[config.mk]
export PLATFORM = sky130hd
export DESIGN_NAME = seg7_scan_driver_flat
export DESIGN_NICKNAME = d
export VERILOG_FILES = /design/src/rtl/seg7_scan_driver_if.sv /design/src/rtl/seg7_scan_driver.sv /design/src/flat_wrapper.sv
export SDC_FILE = /design/constraint.sdc
export NUM_CORES = 1
export LEC_CHECK = 0
export BUFFER_PORTS_ARGS = -buffer_cell sky130_fd_sc_hd__buf_2
export CAP_MARGIN = 20
export CORE_UTILIZATION = 35
export DETAILED_ROUTE_END_ITERATION = 10
export GPL_TIMING_DRIVEN = 0
export PLACE_DENSITY_LB_ADDON = 0.15
export SLEW_MARGIN = 20
export SYNTH_ARGS = -nofsm -noshare
export SYNTH_HDL_FRONTEND = slang
export SYNTH_SLANG_ARGS = --single-unit
export TNS_END_PERCENT = 30
[constraint.sdc]
create_clock -name clk -period 4.05 [get_ports clk]
set_clock_uncertainty 0.05 [all_clocks]
set_input_delay 0.2025 -clock clk [delete_from_list [all_inputs] [get_ports clk]]
set_output_delay 0.2025 -clock clk [all_outputs]
set_load 0.05 [all_outputs]
[src/rtl/seg7_scan_driver_if.sv]
// Frame-load and display-pin bundle for the time-multiplexed 7-segment scan driver.
// The master is the datapath side (loads frames); the slave is the driver itself.
interface seg7_scan_driver_if #(
  parameter int NUM_DIGITS = 8
);
  logic [4*NUM_DIGITS-1:0] value;
  logic [NUM_DIGITS-1:0]   dp_in;
  logic [NUM_DIGITS-1:0]   digit_en;
  logic                    load;
  logic [NUM_DIGITS-1:0]   anodes;
  logic [6:0]              cathodes;
  logic                    dp;
  logic                    frame_done;

  modport master (
    output value, dp_in, digit_en, load,
    input  anodes, cathodes, dp, frame_done
  );

  modport slave (
    input  value, dp_in, digit_en, load,
    output anodes, cathodes, dp, frame_done
  );
endinterface

[src/rtl/seg7_scan_driver.sv]
// Scans an N-digit common-anode 7-segment display one digit per refresh slot,
// with frame-boundary loading, leading-zero blanking and anti-ghost dead time.
module seg7_scan_driver #(
  parameter int NUM_DIGITS  = 8,
  parameter int REFRESH_DIV = 100000,
  parameter int BLANK_CYC   = 16,
  parameter int LZ_BLANK    = 1
) (
  input logic          clk,
  input logic          reset_n,
  seg7_scan_driver_if.slave bus
);
  localparam int PW = (REFRESH_DIV > 1) ? $clog2(REFRESH_DIV) : 1;
  localparam int IW = (NUM_DIGITS > 1) ? $clog2(NUM_DIGITS) : 1;
  localparam logic [PW-1:0] PCNT_LAST = PW'(REFRESH_DIV - 1);
  localparam logic [IW-1:0] IDX_LAST  = IW'(NUM_DIGITS - 1);

  logic [PW-1:0] pcnt;
  logic [IW-1:0] idx;
  logic          slot_end;
  logic          wrap;

  logic                    pend;
  logic [4*NUM_DIGITS-1:0] pend_val, act_val;
  logic [NUM_DIGITS-1:0]   pend_dp, act_dp;
  logic [NUM_DIGITS-1:0]   pend_en, act_en;

  logic [NUM_DIGITS-1:0] dark;
  logic [NUM_DIGITS-1:0] sel;
  logic                  zero_above;
  logic [3:0]            cur_digit;
  logic                  cur_dp;
  logic                  cur_dark;
  logic                  blank;

  logic [NUM_DIGITS-1:0] anodes_r;
  logic [6:0]            cathodes_r;
  logic                  dp_r;
  logic                  frame_done_r;

  function automatic logic [6:0] font(input logic [3:0] h);
    case (h)
      4'h0: font = 7'b0000001;
      4'h1: font = 7'b1001111;
      4'h2: font = 7'b0010010;
      4'h3: font = 7'b0000110;
      4'h4: font = 7'b1001100;
      4'h5: font = 7'b0100100;
      4'h6: font = 7'b0100000;
      4'h7: font = 7'b0001111;
      4'h8: font = 7'b0000000;
      4'h9: font = 7'b0000100;
      4'hA: font = 7'b0001000;
      4'hB: font = 7'b1100000;
      4'hC: font = 7'b0110001;
      4'hD: font = 7'b1000010;
      4'hE: font = 7'b0110000;
      default: font = 7'b0111000;
    endcase
  endfunction

  assign slot_end = (pcnt == PCNT_LAST);
  assign wrap     = slot_end && (idx == IDX_LAST);

  always_ff @(posedge clk or negedge reset_n) begin
    if (!reset_n) begin
      pcnt <= '0;
      idx  <= '0;
    end else begin
      pcnt <= slot_end ? '0 : pcnt + PW'(1);
      if (slot_end) idx <= (idx == IDX_LAST) ? '0 : idx + IW'(1);
    end
  end

  // Enables come out of reset set so the cleared frame shows a lit "0" on digit 0.
  always_ff @(posedge clk or negedge reset_n) begin
    if (!reset_n) begin
      pend     <= 1'b0;
      pend_val <= '0;
      pend_dp  <= '0;
      pend_en  <= '0;
      act_val  <= '0;
      act_dp   <= '0;
      act_en   <= '1;
    end else if (wrap) begin
      if (bus.load) begin
        act_val <= bus.value;
        act_dp  <= bus.dp_in;
        act_en  <= bus.digit_en;
      end else if (pend) begin
        act_val <= pend_val;
        act_dp  <= pend_dp;
        act_en  <= pend_en;
      end
      pend <= 1'b0;
    end else if (bus.load) begin
      pend_val <= bus.value;
      pend_dp  <= bus.dp_in;
      pend_en  <= bus.digit_en;
      pend     <= 1'b1;
    end
  end

  always_comb begin
    dark       = '0;
    sel        = '0;
    zero_above = 1'b1;
    cur_digit  = 4'h0;
    cur_dp     = 1'b0;
    cur_dark   = 1'b1;
    for (int k = NUM_DIGITS - 1; k >= 0; k--) begin
      zero_above = zero_above && (act_val[4*k +: 4] == 4'h0);
      dark[k]    = !act_en[k] || ((LZ_BLANK != 0) && (k > 0) && zero_above);
      sel[k]     = (idx == IW'(k));
      if (sel[k]) begin
        cur_digit = act_val[4*k +: 4];
        cur_dp    = act_dp[k];
        cur_dark  = dark[k];
      end
    end
    blank = (int'(pcnt) < BLANK_CYC);
  end

  always_ff @(posedge clk or negedge reset_n) begin
    if (!reset_n) begin
      anodes_r     <= '1;
      cathodes_r   <= 7'h7F;
      dp_r         <= 1'b1;
      frame_done_r <= 1'b0;
    end else begin
      frame_done_r <= wrap;
      if (blank || cur_dark) begin
        anodes_r   <= '1;
        cathodes_r <= 7'h7F;
        dp_r       <= 1'b1;
      end else begin
        anodes_r   <= ~sel;
        cathodes_r <= font(cur_digit);
        dp_r       <= ~cur_dp;
      end
    end
  end

  assign bus.anodes     = anodes_r;
  assign bus.cathodes   = cathodes_r;
  assign bus.dp         = dp_r;
  assign bus.frame_done = frame_done_r;
endmodule

[src/flat_wrapper.sv]
// flat-port wrapper written by rule: the top's interface ports become plain ports
module seg7_scan_driver_flat 
#(
  parameter int NUM_DIGITS  = 8,
  parameter int REFRESH_DIV = 100000,
  parameter int BLANK_CYC   = 16,
  parameter int LZ_BLANK    = 1
)
  (clk, reset_n, bus_value, bus_dp_in, bus_digit_en, bus_load, bus_anodes, bus_cathodes, bus_dp, bus_frame_done);
  seg7_scan_driver_if #(.NUM_DIGITS(NUM_DIGITS)) bus_i ();
  input logic clk;
  input logic reset_n;
  input wire logic [$bits(bus_i.value)-1:0] bus_value;
  input wire logic [$bits(bus_i.dp_in)-1:0] bus_dp_in;
  input wire logic [$bits(bus_i.digit_en)-1:0] bus_digit_en;
  input wire logic [$bits(bus_i.load)-1:0] bus_load;
  output wire logic [$bits(bus_i.anodes)-1:0] bus_anodes;
  output wire logic [$bits(bus_i.cathodes)-1:0] bus_cathodes;
  output wire logic [$bits(bus_i.dp)-1:0] bus_dp;
  output wire logic [$bits(bus_i.frame_done)-1:0] bus_frame_done;
  assign bus_i.value = bus_value;
  assign bus_i.dp_in = bus_dp_in;
  assign bus_i.digit_en = bus_digit_en;
  assign bus_i.load = bus_load;
  assign bus_anodes = bus_i.anodes;
  assign bus_cathodes = bus_i.cathodes;
  assign bus_dp = bus_i.dp;
  assign bus_frame_done = bus_i.frame_done;
  seg7_scan_driver #(.NUM_DIGITS(NUM_DIGITS), .REFRESH_DIV(REFRESH_DIV), .BLANK_CYC(BLANK_CYC), .LZ_BLANK(LZ_BLANK)) u_core (.clk(clk), .reset_n(reset_n), .bus(bus_i));
endmodule
==> metrics.csv, run 1 <==
stage;metric;value;unit
run_status;status;completed;
clock_tree;H-tree Lvls;4;
power_and_ir_drop;VDD IR max;285.8;uV
grt;total global-route track usage;0.1661;
synth;share of the synthesized area in the top cell type;0.4168;
synth;cell with the most instances after synthesis;dfrtp_1;
critical_path;Crit Path Class;register to register;
critical_path;reg-to-reg slack, setup;0.61;ns
timing;RSZ-0062 raised after global routing;false;
power_and_ir_drop;pwr/cell area;388.6;nW/um^2
timing;Rel. slew slack;0.4587;
detailed_routing;Routed WL;14860;um
cells_and_area;area grow syn2layout;26.85;%
timing;Fmax achieved;290.9;MHz
detailed_routing;vias per std cell;4.943;
timing;Final setup violation count;0;
cells_and_area;share of cells above drive strength 1;0.2995;
synth;top post-synthesis cells by area;dfrtp_1 42%, dfstp_2 9.5%, mux2i_1 8.2%;
critical_path;cells on worst reg2reg path;14;
critical_path;Top Family by Delay on Critical Path;compound AO/OA/AOI/OAI gates;
synth;FFs w/ async S/R, synth;1.000;
grt;GRT overflow;0;
die;initial core utilization;0.3627;
detailed_routing;drc violations;0;
critical_path;Top cell by count, worst path;inv_1;
critical_path;worst path bufs/invs;6;
synth;post-synthesis cell type count;67;
cells_and_area;nets;779;
synth;syn_area_per_cell;11.39;sq um
place;GP Congestion;0.8508;
clock_tree;worst-case clock buffer depth;2;
synth;Yosys reg bits;134;
run;max-cap violation count;0;
detailed_routing;initial DRC count;206;
worst_hold_path;HP Class;input pin to asynchronous set/reset pin;
die;core footprint;18210;sq um
die;die width;139.4;um
die;die span in y;139.4;um
grt;initial antenna violation count;0;
timing;setup tns final;0;ns
critical_path;R2R Path Start;u_core.idx[2]$_DFFE_PN0N_;
critical_path;Critical Path, Cell by Cell;buf_6 -> buf_6 -> inv_1 -> ha_1 -> buf_2 -> inv_1 -> o2111ai_1 -> o2111ai_1 -> a21oi_1 -> a21oi_1 -> inv_1 -> ha_1 -> mux4_2 -> nand2b_1;
detailed_routing;drt pass-1 iters;4;
critical_path;worst-path maximum fanout;10;
clock_tree;TritonCTS buffer count;17;
grt;first-pass GRT wire length;25010;um
synth;Post-synth EDFFs;0;
critical_path;CP Data Required Time;4.34;ns
cells_and_area;Finished Cell Area;8377;sq um
synth;Mapped Nets;644;
timing;minimum clock period;3.438;ns
die;Die ar.;19420;sq um
place;Buffers on Ports;66;
synth;Synth area leader;dfrtp_1;
critical_path;CP startpoint kind;register;
place;Final HPWL DP;11040;um
detailed_routing;WL per Instance;15.53;um
die;Ports;68;
timing;Slew @ Worst Pin;0.8119;ns
grt;largest net degree at the start of global routing;86;
critical_path;delay of the slowest critical-path stage;0.52;ns
synth;synth cell count leaders;110 x dfrtp_1, 73 x nand2_1, 57 x o21ai_0;
critical_path;Worst path slowest cell;a21oi_1;
clock_tree;Reg clk slew, reported paths;0.06;ns
clock_tree;Post-CTS Resized;0;
place;post-placement cell area;7258;sq um
timing;Final period util;0.8489;
clock_tree;clk sinks;134;
timing;Final Hold Viols;0;
timing;final slew viol count;0;
cells_and_area;# diodes;0;
critical_path;RR Endpoint;u_core.bus.cathodes[3]$_DFF_PN1_;
grt;vias in the first global route;4927;
synth;synth warn;0;
cells_and_area;Final Util;0.4600;
synth;Main synth FF type;dfrtp_1;
critical_path;critical path capture point type;register;
synth;mapped cell area;6604;sq um
clock_tree;CTS tree;built;
clock_tree;worst-skew pair later-pin latency;0.42;ns
detailed_routing;vias;4730;
clock_tree;CTS Root Cell;clkbuf_16;
die;row count;49;
detailed_routing;DRT antenna net count;0;
critical_path;Arrival @ worst endpoint;3.73;ns
power_and_ir_drop;Static Leak;3.641;nW
synth;register area share after synthesis;0.5123;
synth;Mapped Cells;580;
## kinds of logic after synthesis
logic type | synth area share
simple gates | 0.1360
flops | 0.5123
mux | 0.1671
compound gates | 0.09360
buf+inv | 0.04642
xor+xnor | 0.01989
fa+ha+maj | 0.02463
## worst register-to-register path: cells and delay by family (launching register included)
kind,cells,cell delay (ns)
AO/OA/AOI/OAI,4,0.91
adder cells (fa/ha/maj),2,0.52
buffers and inverters,6,0.88
AND/OR/NAND/NOR,1,0.15
multiplexers,1,0.46
flip-flops,1,0.37
## worst max path at each step
stage / startpoint / end / slack [ns] / cells after the start
after floorplan: u_core.idx[2]$_DFFE_PN0N_ / u_core.bus.cathodes[3]$_DFF_PN1_ / 1.13 / 14
after global placement: u_core.idx[2]$_DFFE_PN0N_ / u_core.bus.cathodes[3]$_DFF_PN1_ / 0.69 / 14
after detailed placement: u_core.idx[2]$_DFFE_PN0N_ / u_core.bus.cathodes[3]$_DFF_PN1_ / 0.61 / 14
after CTS: u_core.idx[2]$_DFFE_PN0N_ / u_core.bus.cathodes[3]$_DFF_PN1_ / 0.59 / 13
after global routing: u_core.idx[2]$_DFFE_PN0N_ / u_core.bus.cathodes[3]$_DFF_PN1_ / 0.34 / 14
final: u_core.idx[2]$_DFFE_PN0N_ / u_core.bus.cathodes[3]$_DFF_PN1_ / 0.61 / 14
## stage by stage
stage | hold WS [ns] | instances | worst slack, ns | power, mW
floorplan | -0.1431 | 580 | 1.129 | 1.534
detailed placement | 0.08153 | 876 | 0.6067 | 1.626
CTS | 0.2238 | 957 | 0.5878 | 3.308
finish | 0.2280 | 957 | 0.6119 | 3.255
global placement | 0.3902 | 875 | 0.6879 | 1.614
global route | 0.2473 | 957 | 0.3399 | 3.382
## flip-flops by register name, summed over array words and instances, names as in the netlist, 3 cells and up
signal,count
u_core.pend_en,8
u_core.act_dp,8
u_core.bus.cathodes,7
u_core.pcnt,17
u_core.idx,3
u_core.act_val,32
u_core.pend_dp,8
u_core.pend_val,32
u_core.bus.anodes,8
u_core.act_en,8
## placed cells by master (no fill, tap or decap), types with 4 or more instances in the layout
master         count
o21ai_1            5
clkbuf_16         17
buf_6             12
dfrtp_1          110
dfstp_2           24
nand2_2            7
clkbuf_1          10
mux2_1             4
xor2_1             8
nand2b_1           4
nand2_1           73
a21oi_1           10
nor4_1             6
mux2_2            44
nand4_1            4
ha_1              13
nand3_1           16
nor2b_1            8
mux2i_1           54
buf_4              4
nor2_1            19
buf_2             70
xnor2_1            7
inv_1             11
or4_1              4
o21ai_0           57
dlygate4sd3_1     49
inv_6              4
## cell type report
class	instances	area, sq um
inverters	11	41.29
multi-input cells	400	2914
well taps	229	286.5
flip-flops and latches	134	3383
plain buffers	35	265.3
clock inverters	14	188.9
fillers	1711	9832
repair buffers	116	858.3
clock buffers	18	439.2
## repair_timing
item | in CTS | in global routing
endpoints found under the hold margin | 97 | 0
hold buffers | 49 | 0
buffers inserted | 0 | 0
## power by group
| group | total, mW | internal [mW] | switching, mW |
|---|---|---|---|
| clock | 1.62 | 1.00 | 0.619 |
| combinational | 0.224 | 0.126 | 0.0982 |
| sequential | 1.41 | 1.39 | 0.0215 |
## layer usage
metal,share of wire,global-route usage,vias to the layer above
li1,-,-,2323
met1,0.48,0.2200,2305
met2,0.47,0.2650,88
met3,0.038,0.03613,14
met4,0.013,0.06491,0
met5,0,0,-
Note: power is estimated with default switching activity, not from simulation.
==> run 2, diff against run 1 <==
==> constraint.sdc (replaced) <==
create_clock -name clk -period 3.08 [get_ports clk]
set_clock_uncertainty 0.05 [all_clocks]
set_input_delay 0.154 -clock clk [delete_from_list [all_inputs] [get_ports clk]]
set_output_delay 0.154 -clock clk [all_outputs]
set_load 0.05 [all_outputs]
==> metrics.csv, run 2 (synthesis gave the netlist of run 1 again) <==
stage;metric;value;unit
run_status;status;completed;
grt;largest net degree at the start of global routing;86;
cells_and_area;nets;785;
detailed_routing;Routed WL;15030;um
critical_path;cells on worst reg2reg path;14;
timing;minimum clock period;2.862;ns
run;max-cap violation count;0;
grt;initial antenna violation count;0;
die;die width;139.4;um
critical_path;reg-to-reg slack, setup;0.22;ns
cells_and_area;Finished Cell Area;8474;sq um
power_and_ir_drop;pwr/cell area;505.2;nW/um^2
detailed_routing;vias per std cell;4.996;
critical_path;delay of the slowest critical-path stage;0.45;ns
cells_and_area;Final Util;0.4654;
detailed_routing;DRT antenna net count;0;
timing;Final Hold Viols;0;
clock_tree;CTS tree;built;
timing;Fmax achieved;349.5;MHz
critical_path;CP startpoint kind;register;
die;Ports;68;
timing;Final period util;0.9291;
timing;final slew viol count;0;
die;die span in y;139.4;um
cells_and_area;area grow syn2layout;28.33;%
detailed_routing;drt pass-1 iters;4;
place;post-placement cell area;7258;sq um
detailed_routing;initial DRC count;231;
die;core footprint;18210;sq um
clock_tree;clk sinks;134;
grt;total global-route track usage;0.1666;
detailed_routing;WL per Instance;15.61;um
timing;worst setup margin;0.2184;ns
clock_tree;worst-case clock buffer depth;2;
cells_and_area;commonest non-fill, non-tap cells in the layout;110 x dfrtp_1, 73 x nand2_1, 68 x buf_2;
power_and_ir_drop;Static Leak;3.681;nW
critical_path;Crit Path Class;register to register;
clock_tree;Reg clk slew, reported paths;0.06;ns
critical_path;Top cell by count, worst path;buf_6;
grt;GRT overflow;0;
place;Buffers on Ports;66;
timing;RSZ-0062 raised after global routing;false;
timing;Slew @ Worst Pin;0.8142;ns
detailed_routing;vias;4811;
timing;Rel. slew slack;0.4572;
critical_path;Worst path slowest cell;mux4_2;
grt;first-pass GRT wire length;25110;um
grt;vias in the first global route;4941;
critical_path;worst-path maximum fanout;10;
critical_path;critical path capture point type;register;
clock_tree;worst-skew pair later-pin latency;0.43;ns
clock_tree;CTS Root Cell;clkbuf_16;
timing;Final setup violation count;0;
cells_and_area;share of cells above drive strength 1;0.3202;
die;Die ar.;19420;sq um
critical_path;CP Data Required Time;3.37;ns
critical_path;RR Endpoint;u_core.bus.cathodes[3]$_DFF_PN1_;
worst_hold_path;HP Class;input pin to asynchronous set/reset pin;
clock_tree;TritonCTS buffer count;17;
place;DP Worst Slack;-0.3633;ns
power_and_ir_drop;VDD IR max;374.0;uV
place;GP Congestion;0.8508;
cells_and_area;# fillers;1710;
detailed_routing;drc violations;0;
critical_path;R2R Path Start;u_core.idx[2]$_DFFE_PN0N_;
power_and_ir_drop;Total Power;4.281;mW
critical_path;Critical Path, Cell by Cell;buf_6 -> buf_6 -> inv_1 -> ha_1 -> buf_6 -> inv_2 -> o2111ai_1 -> o2111ai_1 -> a21oi_1 -> a21oi_2 -> inv_1 -> ha_1 -> mux4_2 -> nand2b_1;
die;row count;49;
timing;setup tns final;0;ns
cells_and_area;most common cell after layout, fill and taps aside;dfrtp_1;
die;initial core utilization;0.3627;
clock_tree;H-tree Lvls;4;
critical_path;Arrival @ worst endpoint;3.15;ns
place;Final HPWL DP;11040;um
cells_and_area;# diodes;0;
cells_and_area;top flop regs;u_core.act_val: 32 flops, u_core.pend_val: 32 flops, u_core.pcnt: 17 flops;
==> run 2: cell type report <==
type,count,area (sq um),share of cell area
timing repair buffer,123,910.9,0.1075
multi-input combinational,400,2954,0.3486
sequential,134,3383,0.3992
clock inverter,14,188.9,0.02229
tap,229,286.5,0.03381
clock buffer,18,439.2,0.05182
buffer,34,270.3,0.03189
inverter,11,41.29,0.004872
==> run 2: how the worst max path moves through the flow <==
stage | startpoint | slack (ns) | end | cells past startpoint
after floorplan | u_core.idx[2]$_DFFE_PN0N_ | 0.16 | u_core.bus.cathodes[3]$_DFF_PN1_ | 14
after global placement | u_core.idx[2]$_DFFE_PN0N_ | -0.28 | u_core.bus.cathodes[3]$_DFF_PN1_ | 14
after detailed placement | u_core.idx[2]$_DFFE_PN0N_ | -0.36 | u_core.bus.cathodes[3]$_DFF_PN1_ | 14
after CTS | u_core.idx[1]$_DFFE_PN0N_ | 0.02 | u_core.bus.cathodes[3]$_DFF_PN1_ | 10
after global routing | u_core.idx[0]$_DFFE_PN0N_ | 0.01 | u_core.bus.cathodes[3]$_DFF_PN1_ | 12
final | u_core.idx[2]$_DFFE_PN0N_ | 0.22 | u_core.bus.cathodes[3]$_DFF_PN1_ | 14
==> run 2: power by group <==
group,internal (mW),switching (mW),leakage [nW]
Clock,1.32,0.814,0.302
Combinational,0.165,0.129,1.72
Sequential,1.83,0.0284,1.66
==> run 2: through the flow <==
stage | hold slack, ns | std cells
after floorplan | -0.1916 | 580
after global placement | 0.3417 | 875
after detailed placement | 0.03303 | 876
after CTS | 0.1753 | 961
after global routing | 0.1988 | 963
final | 0.1753 | 963
==> run 2: layer usage <==
metal | routed length [um] | up-vias | track usage
met4 | 157 | 0 | 0.06433
met1 | 7155 | 2351 | 0.2196
met2 | 7074 | 105 | 0.2669
met5 | 0 | - | 0
met3 | 642 | 15 | 0.03716
li1 | - | 2340 | -
==> run 2: worst max-delay path: cells and delay by family, from the launching register on <==
kind            cells  cell delay, ns
flops               1            0.37
buf+inv             6            0.67
mux                 1            0.45
simple gates        1            0.15
compound gates      4            0.61
fa+ha+maj           2            0.49
==> run 2: what timing repair did <==
action                                  in CTS  in global routing
endpoints found under the setup margin       4                 26
hold buffers                                49                  0
gates resized for setup                      4                 11
buffers inserted                             4                  3
pin swaps                                    1                  1
endpoints found under the hold margin      110                  0
==> run 3, diff against run 2 <==
--- a/config.mk
+++ b/config.mk
@@ -7,7 +7,7 @@
 export LEC_CHECK = 0
 export BUFFER_PORTS_ARGS = -buffer_cell sky130_fd_sc_hd__buf_2
 export CAP_MARGIN = 20
-export CORE_UTILIZATION = 35
+export CORE_UTILIZATION = 30
 export DETAILED_ROUTE_END_ITERATION = 10
 export GPL_TIMING_DRIVEN = 0
 export PLACE_DENSITY_LB_ADDON = 0.15
==> metrics.csv, run 3 (synthesis gave the netlist of run 1 again) <==
stage;metric;value;unit
run_status;status;completed;
detailed_routing;initial DRC count;264;
die;die width;150.4;um
critical_path;Crit Path Class;register to register;
grt;vias in the first global route;4840;
detailed_routing;vias per std cell;4.723;
cells_and_area;# fillers;2056;
cells_and_area;top flop regs;u_core.act_val: 32 flops, u_core.pend_val: 32 flops, u_core.pcnt: 17 flops;
place;post-placement cell area;7316;sq um
power_and_ir_drop;pwr/cell area;475.6;nW/um^2
cells_and_area;nets;787;
critical_path;worst-path maximum fanout;7;
grt;first-pass GRT wire length;25450;um
cells_and_area;area grow syn2layout;28.80;%
place;Buffers on Ports;66;
die;Ports;68;
detailed_routing;Routed WL;15340;um
die;die span in y;150.4;um
timing;Final Hold Viols;0;
clock_tree;TritonCTS buffer count;17;
clock_tree;Reg clk slew, reported paths;0.05;ns
clock_tree;worst-case clock buffer depth;2;
timing;Fmax achieved;341.2;MHz
place;Final HPWL DP;11460;um
cells_and_area;share of cells above drive strength 1;0.3234;
critical_path;critical path capture point type;register;
detailed_routing;WL per Instance;15.17;um
timing;Final period util;0.9516;
detailed_routing;vias;4775;
cells_and_area;# diodes;0;
clock_tree;CTS tree;built;
timing;Rel. slew slack;0.4578;
die;Die ar.;22610;sq um
detailed_routing;drt pass-1 iters;4;
clock_tree;worst-skew pair later-pin latency;0.43;ns
timing;Slew @ Worst Pin;0.8134;ns
power_and_ir_drop;Total Power;4.045;mW
worst_hold_path;HP Class;input pin to asynchronous set/reset pin;
cells_and_area;commonest non-fill, non-tap cells in the layout;110 x dfrtp_1, 73 x nand2_1, 68 x buf_2;
clock_tree;H-tree Lvls;4;
die;initial core utilization;0.3102;
die;row count;53;
place;GP Congestion;0.8476;
grt;largest net degree at the start of global routing;78;
clock_tree;CTS Root Cell;clkbuf_16;
timing;worst hold margin;0.1982;ns
power_and_ir_drop;VDD IR max;315.3;uV
detailed_routing;DRT antenna net count;0;
die;core footprint;21290;sq um
grt;total global-route track usage;0.1487;
power_and_ir_drop;Static Leak;3.657;nW
grt;initial antenna violation count;1;
timing;setup tns final;0;ns
cells_and_area;most common cell after layout, fill and taps aside;dfrtp_1;
grt;GRT overflow;0;
cells_and_area;Finished Cell Area;8506;sq um
critical_path;CP Data Required Time;3.36;ns
run;max-cap violation count;0;
timing;minimum clock period;2.931;ns
timing;Final setup violation count;0;
cells_and_area;total area of sequential cells;3383;sq um
critical_path;CP startpoint kind;register;
clock_tree;clk sinks;134;
detailed_routing;drc violations;0;
critical_path;Arrival @ worst endpoint;3.21;ns
cells_and_area;area of the multi-input gates;2984;sq um
timing;final slew viol count;0;
[run 3: cell count changes in the layout (fill, tap and decap cells not counted), moves of 2 or more]
cell,change
inv_8,-2
buf_4,+3
inv_6,-2
bufinv_16,-2
clkinv_2,+4
clkinvlp_4,+2
nor2b_2,-2
[run 3: per-layer routing]
layer,global-route usage,vias to the layer above,share of wire
li1,-,2337,-
met1,0.1963,2346,0.47
met2,0.2387,80,0.48
met3,0.03333,12,0.038
met4,0.05152,0,0.011
met5,0,-,0
[run 3: what timing repair did]
action / 4_1_cts / 5_1_grt
gates resized for setup: 6 / 15
hold buffers: 49 / 0
setup endpoints to repair: 6 / 4
cloned: 0 / 0
pin swaps: 1 / 1
setup buffers: 4 / 5
endpoints found under the hold margin: 119 / 0
[run 3: path summary, 6_finish.rpt]
path	from	end	slack, ns	cells after the start
min in group clk	u_core.pend_dp[5]$_DFFE_PN0P_	u_core.pend_dp[5]$_DFFE_PN0P_	0.44	1
setup reg to reg	u_core.idx[0]$_DFFE_PN0N_	u_core.bus.cathodes[3]$_DFF_PN1_	0.15	9
max in group asynchronous	reset_n	u_core.act_en[0]$_DFFE_PN1P_	2.03	3
setup / recovery	u_core.idx[0]$_DFFE_PN0N_	u_core.bus.cathodes[3]$_DFF_PN1_	0.15	9
hold reg to reg	u_core.pend_dp[5]$_DFFE_PN0P_	u_core.pend_dp[5]$_DFFE_PN0P_	0.44	1
hold / removal	reset_n	u_core.pcnt[14]$_DFF_PN0_	0.20	2
[run 3: metrics by stage]
stage,instances,utilization,worst slack [ns]
floorplan,580,-,0.1595
global placement,921,0.3419,-0.2823
detailed placement,922,0.3437,-0.3919
CTS,1006,0.3952,0.01662
global route,1011,0.3996,-0.001826
finish,1011,0.3996,0.1489
[run 3: worst max-delay path: stages, from the launching register on]
cell	delay (ns)
dfrtp_1	0.40
inv_1	0.12
ha_1	0.21
nor2b_1	0.64
a2111oi_2	0.16
a221oi_2	0.35
inv_1	0.13
ha_4	0.20
mux4_2	0.44
nand2b_1	0.15
[run 3: where the power goes]
part	switching [mW]	internal [mW]
clock network	0.786	1.11
registers	0.0284	1.83
logic	0.129	0.165
[run 3: cell type report]
type	count	area share
Clock inverter	15	0.01559
Clock buffer	17	0.05001
Buffer	34	0.03133
Tap cell	275	0.04045
Multi-Input combinational cell	400	0.3508
Sequential cell	134	0.3978
Inverter	11	0.005149
Timing Repair Buffer	125	0.1089
